$ cat config.mk
export PLATFORM = sky130hd
export DESIGN_NAME = fht_control
export DESIGN_NICKNAME = d
export VERILOG_FILES = /design/src/rtl/fht_pkg.sv /design/src/rtl/fht_addr_gen.sv /design/src/rtl/fht_control.sv
export SDC_FILE = /design/constraint.sdc
export NUM_CORES = 1
export LEC_CHECK = 0
export BUFFER_PORTS_ARGS = -buffer_cell sky130_fd_sc_hd__buf_2
export CAP_MARGIN = 10
export CORE_MARGIN = 4
export CORE_UTILIZATION = 54
export DETAILED_ROUTE_END_ITERATION = 16
export PLACE_DENSITY = 0.79
export SLEW_MARGIN = 25
export SYNTH_ARGS = -nofsm -noshare
export SYNTH_HDL_FRONTEND = slang
export SYNTH_SLANG_ARGS = --single-unit
export TNS_END_PERCENT = 1
$ cat constraint.sdc
create_clock -name iCLK -period 3.6 [get_ports iCLK]
set_input_delay 0.54 -clock iCLK [delete_from_list [all_inputs] [get_ports iCLK]]
set_output_delay 0.54 -clock iCLK [all_outputs]
set_load 0.05 [all_outputs]
$ cat src/rtl/fht_pkg.sv
// Shared constants, bank address type, FSM states and bit-reverse helper
// for the FHT sequencer.
package fht_pkg;

  localparam int N        = 1024;
  localparam int A_BIT    = $clog2(N / 4);
  localparam int S        = A_BIT + 2;
  localparam int PIPE_LAT = 4;
  localparam int S_W      = $clog2(S);
  localparam int LP_W     = $clog2(A_BIT + 1);

  typedef logic [A_BIT-1:0] bank_addr_t;

  typedef enum logic [1:0] {
    ST_IDLE,
    ST_RUN,
    ST_FLUSH
  } fht_state_t;

  function automatic bank_addr_t bitrev(input bank_addr_t x);
    bank_addr_t r;
    for (int i = 0; i < A_BIT; i++) r[i] = x[A_BIT-1-i];
    return r;
  endfunction

endpackage

$ cat src/rtl/fht_addr_gen.sv
// Combinational (stage, t) -> bank read addresses, sector, subsector half and
// twiddle address; zero latency. FHT_BITREV_EN selects bit-reversed stage-0 reads.
module fht_addr_gen
  import fht_pkg::*;
(
  input  logic [S_W-1:0]   stage,
  input  logic [A_BIT-1:0] t,
  output logic [A_BIT-1:0] rd_lo,
  output logic [A_BIT-1:0] rd_hi,
  output logic [A_BIT-1:0] sector,
  output logic [A_BIT-1:0] coef,
  output logic             second_half
);

  logic [LP_W-1:0]  lp;
  logic [A_BIT-1:0] mask;
  logic [A_BIT-1:0] m;
  logic [A_BIT-1:0] mirror;

  always_comb begin
    lp          = (stage > S_W'(A_BIT)) ? LP_W'(A_BIT) : LP_W'(stage);
    // mask = P-1; shifting all-ones out completely gives P = 2^A_BIT
    mask        = ~({A_BIT{1'b1}} << lp);
    m           = t & mask;
    mirror      = (t & ~mask) | ((A_BIT'(0) - m) & mask);
    rd_lo       = t;
    rd_hi       = mirror;
    sector      = t >> lp;
    coef        = m << (LP_W'(A_BIT) - lp);
    second_half = (m & ~(mask >> 1)) != '0;
    if (stage == '0) begin
`ifdef FHT_BITREV_EN
      rd_lo = bitrev(t);
`else
      rd_lo = t;
`endif
      rd_hi       = rd_lo;
      sector      = '0;
      coef        = '0;
      second_half = 1'b0;
    end
  end

endmodule

$ cat src/rtl/fht_control.sv
// FHT stage sequencer: start pulse runs S stages of N/4 reads plus PIPE_LAT flush;
// writes trail reads by PIPE_LAT cycles, no backpressure. Uses FHT_BITREV_EN via fht_addr_gen.
module fht_control
  import fht_pkg::*;
(
  input  logic             iCLK,
  input  logic             iRESET,
  input  logic             iSTART,
  output logic             oST_ZERO,
  output logic             oST_LAST,
  output logic             o2ND_PART_SUBSEC,
  output logic [A_BIT-1:0] oSECTOR,
  output logic [A_BIT-1:0] oADDR_RD_0,
  output logic [A_BIT-1:0] oADDR_RD_1,
  output logic [A_BIT-1:0] oADDR_RD_2,
  output logic [A_BIT-1:0] oADDR_RD_3,
  output logic [A_BIT-1:0] oADDR_WR_0,
  output logic [A_BIT-1:0] oADDR_WR_1,
  output logic [A_BIT-1:0] oADDR_WR_2,
  output logic [A_BIT-1:0] oADDR_WR_3,
  output logic [A_BIT-1:0] oADDR_COEF,
  output logic             oWE_A,
  output logic             oWE_B,
  output logic             oSOURCE_DATA,
  output logic             oSOURCE_CONT,
  output logic             oRDY
);

  localparam int F_W = $clog2(PIPE_LAT + 1);

  fht_state_t       state, state_nxt;
  logic [S_W-1:0]   stage, stage_nxt;
  bank_addr_t       t, t_nxt;
  logic [F_W-1:0]   flush_cnt, flush_cnt_nxt;
  logic             eof_read;
  bank_addr_t       rd_lo, rd_hi;
  logic [PIPE_LAT-1:0] vld_d;
  bank_addr_t       wr_lo_d [PIPE_LAT];
  bank_addr_t       wr_hi_d [PIPE_LAT];

  assign eof_read = (state == ST_RUN) && (t == bank_addr_t'(N / 4 - 1));

  always_ff @(posedge iCLK or posedge iRESET) begin
    if (iRESET) begin
      state     <= ST_IDLE;
      stage     <= '0;
      t         <= '0;
      flush_cnt <= '0;
    end else begin
      state     <= state_nxt;
      stage     <= stage_nxt;
      t         <= t_nxt;
      flush_cnt <= flush_cnt_nxt;
    end
  end

  always_comb begin
    state_nxt     = state;
    stage_nxt     = stage;
    t_nxt         = t;
    flush_cnt_nxt = flush_cnt;
    case (state)
      ST_IDLE: begin
        if (iSTART) begin
          state_nxt = ST_RUN;
          stage_nxt = '0;
          t_nxt     = '0;
        end
      end
      ST_RUN: begin
        // t parks on its last value so read addresses hold through the flush
        if (eof_read) begin
          state_nxt     = ST_FLUSH;
          flush_cnt_nxt = '0;
        end else begin
          t_nxt = t + 1'b1;
        end
      end
      ST_FLUSH: begin
        if (flush_cnt == F_W'(PIPE_LAT - 1)) begin
          if (stage == S_W'(S - 1)) begin
            state_nxt = ST_IDLE;
          end else begin
            state_nxt = ST_RUN;
            stage_nxt = stage + 1'b1;
            t_nxt     = '0;
          end
        end else begin
          flush_cnt_nxt = flush_cnt + 1'b1;
        end
      end
      default: state_nxt = ST_IDLE;
    endcase
  end

  fht_addr_gen u_addr_gen (
    .stage       (stage),
    .t           (t),
    .rd_lo       (rd_lo),
    .rd_hi       (rd_hi),
    .sector      (oSECTOR),
    .coef        (oADDR_COEF),
    .second_half (o2ND_PART_SUBSEC)
  );

  // Write side mirrors the butterfly pipeline: read valid and addresses delayed PIPE_LAT
  always_ff @(posedge iCLK or posedge iRESET) begin
    if (iRESET) begin
      vld_d <= '0;
      for (int i = 0; i < PIPE_LAT; i++) begin
        wr_lo_d[i] <= '0;
        wr_hi_d[i] <= '0;
      end
    end else begin
      vld_d[0]   <= (state == ST_RUN);
      wr_lo_d[0] <= rd_lo;
      wr_hi_d[0] <= rd_hi;
      for (int i = 1; i < PIPE_LAT; i++) begin
        vld_d[i]   <= vld_d[i-1];
        wr_lo_d[i] <= wr_lo_d[i-1];
        wr_hi_d[i] <= wr_hi_d[i-1];
      end
    end
  end

  assign oADDR_RD_0   = rd_lo;
  assign oADDR_RD_1   = rd_lo;
  assign oADDR_RD_2   = rd_hi;
  assign oADDR_RD_3   = rd_hi;
  assign oADDR_WR_0   = wr_lo_d[PIPE_LAT-1];
  assign oADDR_WR_1   = wr_lo_d[PIPE_LAT-1];
  assign oADDR_WR_2   = wr_hi_d[PIPE_LAT-1];
  assign oADDR_WR_3   = wr_hi_d[PIPE_LAT-1];
  assign oWE_A        = vld_d[PIPE_LAT-1] & stage[0];
  assign oWE_B        = vld_d[PIPE_LAT-1] & ~stage[0];
  assign oSOURCE_DATA = stage[0];
  assign oRDY         = (state == ST_IDLE);
  assign oSOURCE_CONT = ~oRDY;
  assign oST_ZERO     = ~oRDY && (stage == '0);
  assign oST_LAST     = ~oRDY && (stage == S_W'(S - 1));

endmodule

Yosys cells after proc, flatten, opt, wreduce, memory -nomap -nowiden
Cells that the tools add are included.
Cells by class
  reductions and logical operators: 13
  order comparisons: 1
  shift operators: 3
  eq/ne operators: 11
  add/subtract/negate cells: 5
  bitwise gates (word level): 12
  multiplexer cells: 22
Operator list (count)
  2-to-1 mux 8 bit: 7
  AND 8 bit: 4
  one-hot mux 8 bit (3 select lines): 1
  2-to-1 mux 4 bit: 4
  inverter 8 bit: 2
  != test 2 bit (second input constant): 6
  adder 8 x 1 -> 8 bit (second input constant): 1
  equality test 8 bit (second input constant): 1
  inverter 7 -> 8 bit: 1
  OR 8 bit: 1
  one-hot mux 4 bit (2 select lines): 1
  nonzero test 8 bit: 1
  << shifter 8 x 4 -> 8 bit: 1
  << shifter 8 x 4 -> 8 bit (first input constant): 1
  right shift 8 x 4 -> 8 bit: 1
  subtractor 1 x 8 -> 8 bit (first input constant): 1
  2-to-1 mux 2 bit: 3
  2-to-1 mux 3 bit: 2
  one-hot mux 2 bit (3 select lines): 1
  one-hot mux 3 bit (2 select lines): 1
  AND reduction 3 bit: 2
  AND reduction 5 bit: 1
  adder 4 x 1 -> 4 bit (second input constant): 1
  equality test 4 bit (second input constant): 1
  15 further kinds: 21
Word-level totals
  register bits after elaboration: 85
  output and inout bits: 88

Longest topological paths before layout
  depth after elaboration: 9
  mapped depth: 13

Modules after synthesis
Synthesis repeated with hierarchy kept, for this count alone.
Unflattened totals
  cell total of the unflattened synthesis: 370
  area, all modules: 4052.6 µm²
Modules (own cells, without submodules)
  fht_control: instances 1, area an instance 3056.7 µm², cells an instance 216
  fht_addr_gen: instances 1, area an instance 996.0 µm², cells an instance 154

Worst setup path before layout
Ideal clock, no wire load.
  path type: flip-flop to output port
  start: register stage[0]
  end: output port oADDR_RD_3[6]
  buffers on the path: 2
  data arrival time: 3393 ps
  data required time: 3060 ps
  cell stages (with the launch flop): 13
  slack: -333 ps
  cell sequence: dfrtp_1 > and2b_1 > buf_6 > inv_2 > ha_1 > ha_1 > nand2b_1 > nand2_1 > ha_1 > a21boi_0 > a32oi_1 > xnor2_1 > buf_4
Between the ends
  cells in the longest elaborated chain, start to end: 9
  elaborated cells between the ends (all ways): 12
  classes of those cells: add/sub (1); order compare (1); shift (1); mux (2); bitwise (6); reduce/logical (1)
RTL lines
  from (decl): line fht_control.sv:32  | logic [S_W-1:0] stage, stage_nxt;
  from (signal assigned): line fht_control.sv:51  | stage <= stage_nxt;
  greater-than comparator 4 bit: line fht_addr_gen.sv:21  | lp = (stage > S_W'(A_BIT)) ? LP_W'(A_BIT) : LP_W'(stage);
  2-to-1 mux 4 bit: line fht_addr_gen.sv:21
  << shifter 8 x 4 -> 8 bit: line fht_addr_gen.sv:23  | mask = ~({A_BIT{1'b1}} << lp);
  inverter 8 bit: line fht_addr_gen.sv:23
  AND 8 bit: line fht_addr_gen.sv:24  | m = t & mask;
  subtractor 1 x 8 -> 8 bit: line fht_addr_gen.sv:25  | mirror = (t & ~mask) | ((A_BIT'(0) - m) & mask);
  AND 8 bit: line fht_addr_gen.sv:25
  OR 8 bit: line fht_addr_gen.sv:25
  2-to-1 mux 8 bit *: line fht_addr_gen.sv:31  | if (stage == '0) begin
  to (decl): line fht_control.sv:16  | output logic [A_BIT-1:0] oADDR_RD_3,
Mark *: on every way between the ends. The rest lies on a longest branch, timed or not.

Worst setup path after layout
  start: register stage[3]
  end: output port oADDR_RD_3[4]
The elaborated chain is that of the path after synthesis.

==> impl_results.md <==
* Outcome: finished, final reports clean
* Die width at ~95 µm
* # nets final at between 400 and 500
* DP Worst Slack at around 0.43 ns
* Post-DP HPWL at 6150 µm
* Max Cap Viol at 0
* Reg2reg setup slack at 1.13 ns
* Ant. Diodes at 0
* Post-CTS setup buffer count at 0
* Via density at 5.68
* Syn Area/Cell at 10.8 µm²
* Post-synthesis mux area share at 0.0433
* Starting density of the core at 0.563
* Switching power at around 1900 µW
* Die span in y at 95.5 µm
* Final ANT Viol Nets at 0
* Routed len/inst at 16.5 µm
* Crit end category: output port
* Filler instances at roughly 630
* Total track usage at 0.203
* Final period util at 0.958
* Clk slew on worst S/H paths at about 0.09 ns
* # IOs at 91
* DRT iter0 DRCs at ~270
* Global-route wire length before repair at about 14,000 µm
* Mapped Nets at just under 400
* I/O Buffers at 90
* Ys flop type: dfrtp_1
* Tmin final at 3.45 ns
* Seq pwr share at 0.394
* Combinational share of power at 0.445
* PnR worst setup slack at between 0.1 and 0.15 ns
* Post-synthesis xor/xnor area fraction at 0.0127
* Clock sinks at 85
* Post-synthesis sequential area ratio at 0.515
* CTS Hold Bufs at 0
* Fin area at approximately 4500 µm²
* Slew margin rel. at 0.581
* Worst hold path type: input port to async pin
* Sw frac at 0.502
* Vias at 2,995
* Worst Max-Slew Pin Slew at 0.628 ns
* Most frequent cells in the layout: 87 x buf_2, 85 x dfrtp_1, 19 x nor2_1, 19 x o21ai_0, 17 x nand2_1
* Drt total wl at 8700 µm
* Final Hold Fails at 0
* Drc violations at 0
* Cell leakage power at 0.00221 µW
* Initial antenna violation count at 0
* Max Transition Viols Final at 0
* Worst reg2reg startpoint: stage[3]$_DFFE_PP0P_
* GPL Wtd Cong at 1.00
* Post-synth EDFFs at 0
* Worst Skew at about 0.014 ns
* Synth Warn # at 0
* CTS root buffer: clkbuf_8
* Clk pwr share at 0.160
* Clk Latency, worst-skew pair at 0.36 ns
* Core area at ~7300 µm²
* Commonest non-fill, non-tap cell in the layout: buf_2
* Maximum clock path buffer count at 2
* Layout overhead on the synthesized area at 9.94%
* Total CTS buffers at 9
* TritonCTS clock tree: yes
* Critical Path RT at 3.06 ns
* Grt total ovfl at 0
* F_max at 290 MHz
* Compound-cell area share of the yosys netlist at 0.133
* Simple-gate share of the synthesized area at 0.131
* First-pass detailed-route iteration total at 5
* Worst vdd rail ir drop at 0.267 mV
* Post-synthesis adder-cell area fraction at 0.0303
* Crit path DAT at 2.91 ns
* Power Internal at 1870 µW
* Main combinational cell family by area after synthesis: buffers and inverters
* Largest net degree at the start of global routing at 40
* Distinct cells, synth at between 60 and 70
* Fraction of layout instances using a drive strength above 1 at 0.318
* Synth Instances at 381
* Power Density at 829 nW/µm²
* Final setup viols at 0
* Reg2Reg Depth at 10
* H-tree levels at 3
* Fin util at 0.619
* Placed Area at between 4000 and 5000 µm²
* Post-synthesis async set-or-reset flop share at 1.00
* Die area at between 9000 and 10,000 µm²
* Seq cells post-synth at 85
* FF-to-FF End: wr_hi_d[28]$_DFF_PP0_
* Kind of critical path: register to output port
* Cell area after synthesis at 4130 µm²
* Vias in the first global route at around 2,700
* FP Rows at 31
* Startpoint types: register
* Worst-path maximum fanout at 9
repair_timing:
item / 4_1_cts / 5_1_grt
resized for setup: 0 / 16
endpoints found under the hold margin: 0 / 0
endpoints found under the setup margin: 0 / 8
state kept, by name, indices dropped and copies added (netlist names):
signal / cells
flush_cnt: 3
oADDR_WR_0: 8
oADDR_WR_2: 8
stage: 4
state: 2
t: 8
vld_d: 4
wr_hi_d: 24
wr_lo_d: 24
worst max path at each step:
stage,from,to,slack [ns],depth (start not counted)
final,stage[3]$_DFFE_PP0P_,oADDR_RD_3[4],0.15,11
after global routing,stage[3]$_DFFE_PP0P_,oADDR_COEF[5],-0.04,9
after CTS,stage[3]$_DFFE_PP0P_,oADDR_RD_3[4],0.03,11
after detailed placement,stage[3]$_DFFE_PP0P_,oADDR_RD_3[4],0.43,11
after global placement,stage[3]$_DFFE_PP0P_,oADDR_RD_3[4],0.47,11
after floorplan,stage[0]$_DFFE_PP0P_,oADDR_RD_3[7],-0.26,10
power groups by stage:
stage	sequential, µW	clock (µW)	combinational (µW)
final	1480	604	1680
after global routing	1530	671	1750
after CTS	1490	625	1640
after detailed placement	1510	0	1640
after global placement	1490	0	1630
after floorplan	1520	0	1520
per-stage QoR:
| step | total power [µW] | hold WS, ns | instances | setup TNS [ns] |
|---|---|---|---|---|
| detailed placement | 3150 | 0.335 | 511 | 0 |
| finish | 3770 | 0.174 | 527 | 0 |
| CTS | 3760 | 0.175 | 527 | 0 |
| global placement | 3120 | 0.331 | 511 | 0 |
| global route | 3950 | 0.207 | 527 | -0.0389 |
| floorplan | 3040 | 0.331 | 381 | -1.10 |
Yosys cell counts, types with 3 or more instances:
| master | number | share of area |
|---|---|---|
| inv_1 | 16 | 0.015 |
| or4_1 | 4 | 0.0073 |
| a21oi_1 | 13 | 0.016 |
| ha_1 | 10 | 0.030 |
| o31ai_1 | 5 | 0.0091 |
| and2_1 | 7 | 0.011 |
| clkbuf_1 | 9 | 0.0082 |
| dfrtp_1 | 85 | 0.51 |
| nand2b_1 | 3 | 0.0045 |
| nand2_1 | 17 | 0.015 |
| nand3_1 | 11 | 0.013 |
| nor2_1 | 19 | 0.017 |
| a31oi_1 | 4 | 0.0061 |
| nand4_1 | 3 | 0.0045 |
| buf_2 | 11 | 0.013 |
| and3b_1 | 3 | 0.0064 |
| nand3b_1 | 3 | 0.0055 |
| o21ai_0 | 19 | 0.023 |
| nor2b_1 | 7 | 0.011 |
| mux2i_1 | 10 | 0.024 |
| buf_4 | 49 | 0.089 |
| nor3_1 | 4 | 0.0048 |
| mux2_2 | 3 | 0.0082 |
| xor2_1 | 4 | 0.0085 |
| buf_6 | 3 | 0.0082 |
| or3_1 | 4 | 0.0061 |
| a211oi_1 | 3 | 0.0055 |
| a22o_1 | 3 | 0.0064 |
cell families (layout without fill, tap and decap cells):
group	count (synthesis)	in the layout
mux	15	15
xor+xnor	6	6
buf+inv	90	137
flops	85	85
fa+ha+maj	10	10
compound gates	78	78
simple gates	97	97
critical path: stages, from the launching register on:
cell and delay, ns:
dfrtp_1 0.44, and2b_2 0.27, inv_4 0.06, ha_1 0.21
ha_2 0.19, nand2b_1 0.10, nand2_1 0.06, ha_1 0.19
a21boi_1 0.15, or4_4 0.59, nand3_4 0.12, buf_8 0.15
cell type report:
type                            instances  area, µm²  area share
Clock inverter                          6       47.5      0.0105
Timing Repair Buffer                  103        571       0.126
Multi-Input combinational cell        206       1470       0.324
Sequential cell                        85       2130       0.468
Tap cell                               99        124      0.0273
Clock buffer                           10        128      0.0281
Inverter                               18       71.3      0.0157
metal layers:
metal	global-route usage	wire length [µm]	up-vias	share of wire
li1	-	-	1370	-
met1	0.290	3670	1421	0.42
met2	0.303	3940	177	0.45
met3	0.0387	897	27	0.10
met4	0.0865	184	0	0.021
met5	0	0	-	0
Note: power is estimated with default switching activity, not from simulation.
